<file path="config.mk">
export PLATFORM = sky130hd
export DESIGN_NAME = gcd_core
export DESIGN_NICKNAME = d
export VERILOG_FILES = /design/src/rtl/gcd_core.sv
export SDC_FILE = /design/constraint.sdc
export NUM_CORES = 1
export LEC_CHECK = 0
export ABC_AREA = 1
export CAP_MARGIN = 20
export CORE_MARGIN = 5
export CORE_UTILIZATION = 35
export DETAILED_ROUTE_END_ITERATION = 10
export DONT_BUFFER_PORTS = 1
export GPL_TIMING_DRIVEN = 0
export PLACE_DENSITY = 0.53
export SLEW_MARGIN = 40
export SYNTH_ARGS = -nofsm -noshare
export SYNTH_HDL_FRONTEND = slang
export SYNTH_SLANG_ARGS = --single-unit
export TNS_END_PERCENT = 20
</file>
<file path="constraint.sdc">
create_clock -name clk -period 3.26 [get_ports clk]
set_input_delay 0.652 -clock clk [delete_from_list [all_inputs] [get_ports clk]]
set_output_delay 0.652 -clock clk [all_outputs]
set_load 0.05 [all_outputs]
</file>
<file path="src/rtl/gcd_core.sv">
`timescale 1ns / 1ps
// gcd_core: iterative 32-bit unsigned GCD engine with a start/done level handshake.
// Build option GCD_MOD_STEP_EN selects a Euclid (remainder) step per cycle; when
// undefined, a binary (Stein) shift/subtract datapath is used and no divider is built.
// The result is held with done high until start is released; one computation per request.
module gcd_core (
    input  logic        clk,
    input  logic        reset,
    input  logic [31:0] opa,
    input  logic [31:0] opb,
    input  logic        start,
    output logic [31:0] result,
    output logic        done
);

    typedef enum logic [1:0] {
        StIdle = 2'd0,
        StBusy = 2'd1,
        StDone = 2'd2
    } state_e;

    state_e      state_q, state_d;
    logic [31:0] a_q, a_d;
    logic [31:0] b_q, b_d;
    logic [5:0]  k_q, k_d;
    logic [31:0] result_q, result_d;
    logic        done_q, done_d;

`ifdef GCD_MOD_STEP_EN
    logic [31:0] rem;

    // Remainder step; the guard keeps the divider defined when b is zero.
    always_comb begin
        rem = '0;
        if (b_q != 32'd0) begin
            rem = a_q % b_q;
        end
    end
`endif

    // Next-state and datapath update for the three-state controller.
    always_comb begin
        state_d  = state_q;
        a_d      = a_q;
        b_d      = b_q;
        k_d      = k_q;
        result_d = result_q;
        done_d   = done_q;

        case (state_q)
            StIdle: begin
                done_d = 1'b0;
                if (start) begin
                    a_d     = opa;
                    b_d     = opb;
                    k_d     = '0;
                    state_d = StBusy;
                end
            end

            StBusy: begin
`ifdef GCD_MOD_STEP_EN
                if (b_q == 32'd0) begin
                    result_d = a_q;
                    done_d   = 1'b1;
                    state_d  = StDone;
                end else begin
                    a_d = b_q;
                    b_d = rem;
                end
`else
                // Zero checks come first so gcd(0,0) exits before k can overflow.
                if (a_q == 32'd0) begin
                    result_d = b_q << k_q;
                    done_d   = 1'b1;
                    state_d  = StDone;
                end else if (b_q == 32'd0) begin
                    result_d = a_q << k_q;
                    done_d   = 1'b1;
                    state_d  = StDone;
                end else if (!a_q[0] && !b_q[0]) begin
                    a_d = a_q >> 1;
                    b_d = b_q >> 1;
                    k_d = k_q + 6'd1;
                end else if (!a_q[0]) begin
                    a_d = a_q >> 1;
                end else if (!b_q[0]) begin
                    b_d = b_q >> 1;
                end else if (a_q >= b_q) begin
                    // Both odd: the difference is even, so halve it in the same step.
                    a_d = (a_q - b_q) >> 1;
                end else begin
                    b_d = (b_q - a_q) >> 1;
                end
`endif
            end

            StDone: begin
                done_d = 1'b1;
                if (!start) begin
                    done_d  = 1'b0;
                    state_d = StIdle;
                end
            end

            default: begin
                done_d  = 1'b0;
                state_d = StIdle;
            end
        endcase
    end

    // State and datapath registers with synchronous reset.
    always_ff @(posedge clk) begin
        if (reset) begin
            state_q  <= StIdle;
            a_q      <= '0;
            b_q      <= '0;
            k_q      <= '0;
            result_q <= '0;
            done_q   <= 1'b0;
        end else begin
            state_q  <= state_d;
            a_q      <= a_d;
            b_q      <= b_d;
            k_q      <= k_d;
            result_q <= result_d;
            done_q   <= done_d;
        end
    end

    assign result = result_q;
    assign done   = done_q;

endmodule

</file>
-- Word level (Yosys, flattened, before mapping)
Cells that the tools add are included.
- equality and inequality tests: 12
- multiplexer cells: 32
- $add $sub $neg: 3
- reduce and logical (&&, ||, !) cells: 15
- $lt $le $gt $ge: 1
- shifts and indexed selects: 2
- operators with widths (operator ; number):
    two-way mux 32 bit ; 16
    one-hot mux 32 bit (2 select lines) ; 2
    logical NOT 32 bit ; 2
    left shift 32 x 6 -> 32 bit ; 2
    subtractor 32 bit ; 2
    >= comparator 32 bit ; 1
    two-way mux 6 bit ; 4
    != test 4 bit (second input constant) ; 3
    one-hot mux 6 bit (2 select lines) ; 1
    AND reduction 6 bit ; 2
    != test 2 bit (second input constant) ; 5
    AND reduction 5 bit ; 2
    two-way mux 2 bit ; 4
    adder 6 x 1 -> 6 bit (second input constant) ; 1
    != test 3 bit (second input constant) ; 2
    one-hot mux 2 bit (3 select lines) ; 1
    AND reduction 4 bit ; 1
    nonzero test 2 bit ; 2
    two-way mux 1 bit ; 3
    AND reduction 3 bit ; 1
    == test 2 x 1 -> 1 bit (second input constant) ; 1
    == test 2 bit (second input constant) ; 1
    logical NOT 1 bit ; 2
    logical NOT 2 bit ; 1
    3 further kinds ; 3
- flip-flop bits (word level): 105
- input port bits: 67
- output and inout port bits: 33
- logic and storage cells: 73

-- Longest topological paths before layout
Gate-level depths: netlist of the first run.
- depth in word-level cells: 8
- gate-level depth with buffers: 16
- gate-level depth less buffers: 15

-- Worst setup path after synthesis of the first run
OpenSTA, ideal clock, no wires.
- path kind: register -> register
- from: reg a_q[0]
- to: reg b_q[1]
- setup slack: 0.785 ns
- period minus slack after synthesis: 2.475 ns
- arrival time: 2.353 ns
- setup time: 0.122 ns
- cell stages (with the launch flop): 16
- required time: 3.138 ns
- buffers on the path: 1
- path through: dfxtp_1 -> inv_1 -> ha_1 -> fa_1 -> o21ai_2 -> a21oi_2 -> o21ai_2 -> nand2_1 -> and2_4 -> nand2_4 -> nand2_4 -> nand2_8 -> inv_4 -> buf_6 -> o21ai_1 -> a21oi_1
- longest elaborated chain between the ends: 8
- elaborated cells between the ends (all ways): 16
- classes of those cells: 1 x add/sub; 1 x order compare; 3 x eq/ne; 7 x mux; 4 x reduce/logical
- RTL lines (item ; RTL line ; text):
    start: declaration ; 23 ; logic [31:0] a_q, a_d;
    start signal: assignment ; 117 ; a_q <= '0;
    start signal: assignment ; 124 ; a_q <= a_d;
    subtractor 32 bit ; 93 ; b_d = (b_q - a_q) >> 1;
    two-way mux 32 bit ; 89 ; end else if (a_q >= b_q) begin
    two-way mux 32 bit ; 87 ; end else if (!b_q[0]) begin
    two-way mux 32 bit ; 85 ; end else if (!a_q[0]) begin
    two-way mux 32 bit ; 81 ; end else if (!a_q[0] && !b_q[0]) begin
    two-way mux 32 bit ; 77 ; end else if (b_q == 32'd0) begin
    two-way mux 32 bit ; 73 ; if (a_q == 32'd0) begin
    one-hot mux 32 bit (2 select lines) ; 50 ; case (state_q)
    end signal: assignment ; 118 ; b_q <= '0;
    end signal: assignment ; 125 ; b_q <= b_d;
    end: declaration ; 24 ; logic [31:0] b_q, b_d;
Several ways; a longest one is shown, not always the timed one. The select of a mux whose other input is x is not followed.
A chain may end at the register's enable or synchronous reset.

-- Worst setup path in the final report of the first run
- from: reg a_q[23]
- to: reg b_q[14]
- longest elaborated chain between the ends: 3
- elaborated cells between the ends (all ways): 5
- classes of those cells: 1 x order compare; 2 x eq/ne; 2 x reduce/logical
- RTL lines (item ; RTL line):
    >= comparator 32 bit / logical NOT 32 bit (equally long branches) ; 89, 73
    != test 4 bit (no line) / != test 2 bit (equally long branches) ; -
    AND reduction 6 bit (no line) * ; -
Every way passes the cells marked *; elsewhere a longest branch is shown, timed or not.

==> results of run 1 <==
## worst max-delay path, delay by kind of cell (launching register included)
family                   cells  cell delay (ns)
AO/OA/AOI/OAI                6             1.18
adder cells (fa/ha/maj)      1             0.30
buffers and inverters        3             0.53
flip-flops                   1             0.53
AND/OR/NAND/NOR              4             0.63
## synthesized netlist by cell type, types with 8 or more instances
library cell / instances
a21oi_1: 245
o21ai_1: 68
clkbuf_1: 58
buf_2: 9
nand2_1: 356
nor2_2: 8
buf_6: 9
or2_2: 34
ha_1: 69
nor2_1: 150
buf_4: 13
nand3_1: 242
nand2_2: 10
inv_1: 124
inv_2: 8
nor3_1: 11
o21ai_0: 116
nand4_1: 21
xor2_1: 56
dfxtp_1: 105
## kinds of logic after synthesis
logic type                 Yosys count  share of synthesized area
and+or+nand+nor                    861                     0.3628
AOI/OAI and AO/OA                  456                     0.2173
DFF                                105                     0.1942
adders and majority gates           71                    0.08346
buffers and inverters              233                    0.09282
xor gates and xnor gates            61                    0.04936
## state kept, by name (all words and copies together), names as in the netlist
signal   count
a_q         32
b_q         32
result      32
k_q          6
state_q      2
done         1
## final timing paths
path,endpoint
worst max-delay path,b_q[14]
worst min-delay path,a_q[31]
worst max register to register,b_q[14]
worst min register to register,b_q[31]
## power by group
group	switching [mW]	total [mW]	internal [mW]
clock	0.631	1.18	0.552
sequential	0.684	2.33	1.65
combinational	8.50	12.2	3.73
total	9.82	15.7	5.93
## routing by layer
metal	up-vias	routed length, um	global-route usage	part of all wire
met4	0	1379	0.08511	0.028
li1	6026	-	-	-
met5	-	0	0	0
met2	482	21800	0.4406	0.44
met1	5860	22590	0.4016	0.46
met3	72	3486	0.04573	0.071
## timing repair
item	in CTS	in global routing
setup endpoints to repair	13	49
gates resized for setup	2	9
pin swaps	0	0
## layout make-up
cell class                 instances  area, um^2
clock inverter                     6       48.80
tap                              396       495.5
antenna                            1       2.502
sequential                       105        2103
fill                            3484       18960
clock buffer                      10       239.0
buffer                            95       489.2
multi-input combinational       1449        7732
inverter                         138       520.5
## through the flow
| stage | setup slack [ns] | TNS, ns | instance area [um^2] | power [mW] |
|---|---|---|---|---|
| floorplan | 0.7853 | 0 | 10820 | 10.22 |
| global placement | -0.06105 | -0.06105 | 11320 | 14.31 |
| detailed placement | -0.06288 | -0.1195 | 11320 | 14.26 |
| CTS | 0.08589 | 0 | 11610 | 15.53 |
| global route | 0.01126 | 0 | 11630 | 16.96 |
| finish | 0.01827 | 0 | 11630 | 15.75 |
==> impl_metrics.env, run 1 <==
export IMPL_startpoint="a_q[23]"
export IMPL_grt_pass1_wl_um=72830
export IMPL_hold_viol_final=0
export IMPL_worst_slew_pin_slew_ns=0.8916
export IMPL_instances_no_fill=2200
export IMPL_status="finished clean"
export IMPL_drt_iter0_drc=1177
export IMPL_path_cells="inv_1 > ha_1 > buf_2 > a21oi_1 > o21ai_1 > a21oi_1 > nor2_1 > nor2_1 > and2_4 > nand3_1 > buf_2 > o21ai_0 > o21ai_0 > a21oi_1"
export IMPL_whs_path_depth=2
export IMPL_grt_max_degree=19
export IMPL_coreArea_um2=30590
export IMPL_die_y_um=185.9
export IMPL_hp_start="opa[31]"
export IMPL_arrival_ns=3.56
export IMPL_layout_commonest_cell="nand2_1"
export IMPL_gp_congestion=0.9998
export IMPL_crit_top_cell="a21oi_1"
export IMPL_r2r_start="a_q[23]"
export IMPL_via_count=12440
export IMPL_endpoint_kind="flop"
export IMPL_yosys_area_top_type_share=0.1942
export IMPL_start_util=0.3539
export IMPL_whs_ns=0.4230
export IMPL_syn_area_per_cell_um2=6.057
export IMPL_min_period_ns=3.242
export IMPL_dp_final_hpwl_um=41570
export IMPL_max_clock_path_buffers=2
export IMPL_crit_path_max_incr_delay_ns=0.53
export IMPL_setup_violations=0
export IMPL_yosysWarnings=0
export IMPL_ant_nets=0
export IMPL_drcViolationCount=0
export IMPL_finalCritPeriodShare=0.9944
export IMPL_max_slew_margin=0.4056
export IMPL_synth_area_leaders="dfxtp_1 19%, nand2_1 12%, a21oi_1 11%"
export IMPL_cts_setup_buffers=0
export IMPL_clock_sinks=105
export IMPL_fmax_ghz=0.3085
export IMPL_drv_cap=0
export IMPL_finalClockSkew_ns=0.01614
export IMPL_maxSlewViolCount=0
export IMPL_required_ns=3.58
export IMPL_dr_pass1_iters=6
export IMPL_synth_fp_nets=1925
export IMPL_die_width_um=185.9
export IMPL_grt_antenna_before_repair=1
export IMPL_cts_buffers=9
export IMPL_ctsHtreeMaxLevel=3
export IMPL_portBuffers=0
export IMPL_synth_area_um2=10820
export IMPL_leakagePower_nw=5.103
export IMPL_crit_fanout=10
export IMPL_fp_dieArea_um2=34540
export IMPL_rrSetupSlack_ns=0.02
export IMPL_crit_slowest_cell="dfxtp_1"
export IMPL_ir_drop_mv=0.5118
export IMPL_grt_overflow=0
export IMPL_crit_type="flop to flop"
export IMPL_synth_edf_count=0
export IMPL_hold_buffers=0
export IMPL_synth_flop_cell="dfxtp_1"
export IMPL_synth_seq_cells=105
export IMPL_final_util=0.3802
export IMPL_r2r_cells=14
export IMPL_clk_latency_ns=0.39
export IMPL_hold_path_class="input port to flop"
export IMPL_grt_pass1_vias=11706
export IMPL_viasPerCell=5.655
export IMPL_wl_per_cell_um=22.39
export IMPL_synthArstFlopShare=0
export IMPL_grt_usage=0.2828
export IMPL_routed_wl_um=49250
export IMPL_syn_to_final_growth_pct=7.456
export IMPL_ys_seq_area_frac=0.1942
export IMPL_dp_cells=2183
export IMPL_layout_drive_gt1_share=0.07377
export IMPL_power_density_nw_per_um2=1354
export IMPL_std_cell_rows=64
export IMPL_cts_tree="built"
export IMPL_critPathLaunchType="flop"
export IMPL_ios=100
export IMPL_rsz0062_at_grt="no"
export IMPL_nets=1936
export IMPL_cts_clk_slew_worst_paths_ns=0.09
export IMPL_syn_inst=1787
export IMPL_clockRootBuffer="clkbuf_16"
export IMPL_final_cell_mix="356 x nand2_1, 245 x a21oi_1, 242 x nand3_1"
export IMPL_synth_top_cell_by_area="dfxtp_1"
export IMPL_synth_cell_types=46
Note: power is estimated with default switching activity, not from simulation.
==> inputs of run 2 (changes only) <==
--- a/config.mk
+++ b/config.mk
@@ -12,7 +12,7 @@
 export DETAILED_ROUTE_END_ITERATION = 10
 export DONT_BUFFER_PORTS = 1
 export GPL_TIMING_DRIVEN = 0
-export PLACE_DENSITY = 0.53
+export PLACE_DENSITY = 0.55
 export SLEW_MARGIN = 40
 export SYNTH_ARGS = -nofsm -noshare
 export SYNTH_HDL_FRONTEND = slang
==> constraint.sdc (replaced) <==
create_clock -name clk -period 2.8 [get_ports clk]
set_input_delay 0.56 -clock clk [delete_from_list [all_inputs] [get_ports clk]]
set_output_delay 0.56 -clock clk [all_outputs]
set_load 0.05 [all_outputs]
==> run 2 against run 1 <==
The run now ends with setup timing left. Critical path depth is 2 higher. Count of clock-buffer cells in the layout up 1. Global-route usage is 0.26 points lower. First-iteration DRC count grew 5.0%. Final area increased by 3.8%. Worst hold slack got worse by 0.095 ns. Critical endpoint is now b_q[15].
==> impl_metrics.env, run 2 (synthesis results as in run 1) <==
export IMPL_status="finished, violations left"
export IMPL_violations="setup timing"
export IMPL_endpoint_kind="flop"
export IMPL_maxSlewViolCount=0
export IMPL_cts_clk_slew_worst_paths_ns=0.09
export IMPL_crit_fanout=10
export IMPL_layout_commonest_cell="nand2_1"
export IMPL_wl_per_cell_um=22.24
export IMPL_clock_sinks=105
export IMPL_crit_slowest_cell="dfxtp_4"
export IMPL_coreArea_um2=30590
export IMPL_portBuffers=0
export IMPL_clockRootBuffer="clkbuf_16"
export IMPL_hold_buffers=0
export IMPL_finalClockSkew_ns=0.01504
export IMPL_min_period_ns=2.817
export IMPL_crit_path_max_incr_delay_ns=0.40
export IMPL_setup_ws_ns=-0.01747
export IMPL_grt_pass1_vias=11664
export IMPL_finalCritPeriodShare=1.006
export IMPL_ant_nets=0
export IMPL_post_place_ws_ns=-0.4522
export IMPL_syn_to_final_growth_pct=11.57
export IMPL_via_count=12426
export IMPL_fp_dieArea_um2=34540
export IMPL_grt_usage=0.2802
export IMPL_ctsHtreeMaxLevel=3
export IMPL_cp_num_buf_inv=3
export IMPL_setup_violations=1
export IMPL_dp_final_hpwl_um=41050
export IMPL_max_clock_path_buffers=2
export IMPL_die_y_um=185.9
export IMPL_cts_buffers=9
export IMPL_dr_pass1_iters=6
export IMPL_ios=100
export IMPL_grt_max_degree=18
export IMPL_cp_top_family="simple AND/OR/NAND/NOR gates"
export IMPL_fmax_ghz=0.3549
export IMPL_rsz0062_at_grt="yes"
export IMPL_viasPerCell=5.625
export IMPL_final_cell_mix="354 x nand2_1, 241 x nand3_1, 232 x a21oi_1"
export IMPL_die_width_um=185.9
export IMPL_critPathLaunchType="flop"
export IMPL_clk_latency_ns=0.39
export IMPL_crit_type="flop to flop"
export IMPL_drcViolationCount=0
export IMPL_nets=1944
export IMPL_regArea_um2=2151
export IMPL_layout_drive_gt1_share=0.1314
export IMPL_fill_cells=3455
export IMPL_arrival_ns=3.14
export IMPL_max_slew_margin=0.4234
export IMPL_cts_tree="built"
export IMPL_std_cell_rows=64
export IMPL_hold_viol_final=0
export IMPL_routed_wl_um=49140
export IMPL_grt_antenna_before_repair=3
export IMPL_grt_overflow=0
export IMPL_worst_slew_pin_slew_ns=0.8649
export IMPL_drv_cap=0
export IMPL_required_ns=3.12
export IMPL_hold_path_class="input port to flop"
export IMPL_path_cells="inv_1 > ha_1 > clkbuf_4 > a21oi_4 > o21ai_2 > a21oi_2 > nor2_1 > nor2_2 > and2_4 > nand2_4 > nand2_4 > nand2_8 > buf_6 > nor2_2 > nand2_1 > a21oi_1"
export IMPL_start_util=0.3539
export IMPL_finalSetupTns_ns=-0.01747
export IMPL_grt_pass1_wl_um=72390
export IMPL_drt_iter0_drc=1236
export IMPL_gp_congestion=0.9838
export IMPL_multi_input_comb_area_um2=8044
==> run 2: stage by stage <==
stage | hold WS [ns] | cells | cell area, um^2 | util
after CTS | 0.3151 | 2199 | 11760 | 0.3843
after floorplan | 0.4651 | 1787 | 10820 | -
final | 0.3278 | 2209 | 12080 | 0.3948
after detailed placement | 0.5225 | 2183 | 11320 | 0.3701
after global placement | 0.5101 | 2183 | 11320 | 0.3701
after global routing | 0.3348 | 2209 | 12080 | 0.3948
==> run 2: repair_timing <==
| action | 4_1_cts | 5_1_grt |
|---|---|---|
| cloned | 0 | 1 |
| setup buffers | 0 | 6 |
| setup endpoints to repair | 64 | 73 |
| pin swaps | 0 | 6 |
| gates resized for setup | 56 | 96 |
==> run 2: worst register-to-register path, delay by kind of cell (launching register included) <==
family / cells / cell delay [ns]
compound gates: 4 / 0.52
fa+ha+maj: 1 / 0.29
buf+inv: 3 / 0.46
flops: 1 / 0.40
simple gates: 8 / 1.08
==> run 2: area by class of cell <==
| class | instances | area share |
|---|---|---|
| sequential | 105 | 0.1781 |
| antenna | 2 | 0.0004144 |
| multi-input combinational | 1450 | 0.6661 |
| clock inverter | 5 | 0.003212 |
| inverter | 138 | 0.04372 |
| buffer | 95 | 0.04300 |
| timing repair buffer | 7 | 0.004351 |
| tap | 396 | 0.04103 |
| clock buffer | 11 | 0.02010 |
==> run 2: final timing paths <==
path,start,end,slack [ns],cells past startpoint
worst min register to register,b_q[18],b_q[18],0.54,2
worst max-delay path,a_q[23],b_q[15],-0.02,16
worst min-delay path,opa[0],a_q[0],0.33,2
worst max register to register,a_q[23],b_q[15],-0.02,16
==> run 2: routing by layer <==
metal	vias up	routed length (um)	global-route usage
met5	-	0	0
met4	0	1453	0.09094
met3	69	3650	0.04358
met2	461	21600	0.4335
met1	5849	22440	0.3989
li1	6047	-	-
Power of run 2 is not shown: default switching activity piles up to over one toggle a cycle in this logic, so the estimate is an artifact.
==> inputs of run 3 (changes only) <==
--- a/config.mk
+++ b/config.mk
@@ -11,7 +11,7 @@
 export CORE_UTILIZATION = 35
 export DETAILED_ROUTE_END_ITERATION = 10
 export DONT_BUFFER_PORTS = 1
-export GPL_TIMING_DRIVEN = 0
+export GPL_TIMING_DRIVEN = 1
 export PLACE_DENSITY = 0.55
 export SLEW_MARGIN = 40
 export SYNTH_ARGS = -nofsm -noshare
==> run 3 against run 2 <==
Highest routed layer is now met5. Count of clock-buffer cells in the layout is the same. Fmax increased by 5.7%. Non-clock buffer count rose by 78. Routed wire length fell by 1.6%. Cell count rose by 3.4%. Die area is the same. The flow now finishes without violations. Sequential share of layout area down 1.2 points. Sequential cell count unchanged.
==> impl_metrics.env, run 3 (synthesis results as in run 1) <==
export IMPL_status="finished clean"
export IMPL_max_slew_margin=0.4581
export IMPL_syn_to_final_growth_pct=17.27
export IMPL_maxSlewViolCount=0
export IMPL_cts_tree="built"
export IMPL_start_util=0.3539
export IMPL_dr_pass1_iters=5
export IMPL_crit_type="flop to flop"
export IMPL_whs_ns=0.2395
export IMPL_power_density_nw_per_um2=1611
export IMPL_cp_num_buf_inv=4
export IMPL_endpoint_kind="flop"
export IMPL_clockRootBuffer="clkbuf_16"
export IMPL_grt_pass1_vias=12154
export IMPL_grt_pass1_wl_um=72390
export IMPL_std_cell_rows=64
export IMPL_finalClockSkew_ns=0.01124
export IMPL_grt_max_degree=70
export IMPL_cts_buffers=9
export IMPL_final_cell_mix="356 x nand2_1, 242 x nand3_1, 235 x a21oi_1"
export IMPL_worst_slew_pin_slew_ns=0.8129
export IMPL_hold_viol_final=0
export IMPL_setup_violations=0
export IMPL_crit_fanout=5
export IMPL_fill_cells=3403
export IMPL_coreArea_um2=30590
export IMPL_multi_input_comb_area_um2=7834
export IMPL_gp_congestion=0.9840
export IMPL_crit_top_cell="buf_4"
export IMPL_grt_antenna_before_repair=5
export IMPL_finalCritPeriodShare=0.9520
export IMPL_via_count=12491
export IMPL_path_cells="inv_1 > ha_1 > buf_4 > a21oi_1 > o21ai_1 > buf_4 > a21o_1 > o21bai_1 > xor2_1 > buf_4 > o21ai_0 > nand2_1 > a21oi_2"
export IMPL_wl_per_cell_um=21.16
export IMPL_viasPerCell=5.469
export IMPL_layout_drive_gt1_share=0.1610
export IMPL_post_place_ws_ns=-0.05983
export IMPL_max_clock_path_buffers=2
export IMPL_hold_buffers=0
export IMPL_ctsHtreeMaxLevel=3
export IMPL_clk_latency_ns=0.39
export IMPL_layout_commonest_cell="nand2_1"
export IMPL_regArea_um2=2107
export IMPL_cts_clk_slew_worst_paths_ns=0.08
export IMPL_portBuffers=0
export IMPL_min_period_ns=2.666
export IMPL_drv_cap=0
export IMPL_routed_wl_um=48340
export IMPL_leakagePower_nw=5.795
export IMPL_arrival_ns=2.97
export IMPL_fmax_ghz=0.3751
export IMPL_hold_path_class="input port to flop"
export IMPL_crit_path_max_incr_delay_ns=0.34
export IMPL_rsz0062_at_grt="yes"
export IMPL_ios=100
export IMPL_dp_final_hpwl_um=39490
export IMPL_grt_usage=0.2763
export IMPL_finalSetupTns_ns=0
export IMPL_drcViolationCount=0
export IMPL_crit_slowest_cell="dfxtp_1"
export IMPL_drt_iter0_drc=1076
export IMPL_required_ns=3.10
export IMPL_die_y_um=185.9
export IMPL_clock_sinks=105
export IMPL_setup_ws_ns=0.1344
export IMPL_fp_dieArea_um2=34540
export IMPL_die_width_um=185.9
export IMPL_nets=2021
export IMPL_grt_overflow=0
export IMPL_ant_nets=0
export IMPL_cp_top_family="compound AO/OA/AOI/OAI gates"
export IMPL_ir_drop_mv=0.6191
export IMPL_diodes=0
export IMPL_critPathLaunchType="flop"
==> run 3: layout make-up <==
cell class                      instances  share of cell area
Sequential cell                       105              0.1660
Inverter                              138             0.04101
Clock inverter                          5            0.004337
Multi-Input combinational cell       1449              0.6172
Tap cell                              396             0.03903
Clock buffer                           11             0.01912
Timing Repair Buffer                  180              0.1134
==> run 3: layer usage <==
layer	track usage	routed length (um)
met1	0.3599	21050
met2	0.4656	22780
met3	0.04651	2883
met4	0.09035	1576
met5	0	53
==> run 3: through the flow <==
stage / cells / power, mW / cell area, um^2 / utilization
global route: 2284 / 21.98 / 12690 / 0.4150
detailed placement: 2267 / 18.46 / 12270 / 0.4011
global placement: 2267 / 18.53 / 12270 / 0.4011
CTS: 2283 / 20.00 / 12570 / 0.4110
finish: 2284 / 20.46 / 12690 / 0.4150
floorplan: 1787 / 11.90 / 10820 / -
==> run 3: final timing paths <==
path | depth (start not counted) | to | start | slack, ns
setup / recovery | 13 | b_q[18] | a_q[12] | 0.13
hold / removal | 1 | result[0] | reset | 0.24
setup reg to reg | 13 | b_q[18] | a_q[12] | 0.13
hold reg to reg | 2 | b_q[29] | b_q[29] | 0.55
==> run 3: timing repair <==
| action | CTS | global route |
|---|---|---|
| pin swaps | 0 | 1 |
| endpoints found under the setup margin | 4 | 58 |
| buffers inserted | 0 | 1 |
| resized for setup | 3 | 34 |
==> run 3: where the power goes <==
group          internal, mW  switching [mW]
Sequential             1.92           0.437
Clock                 0.719           0.709
Combinational          5.99            10.7
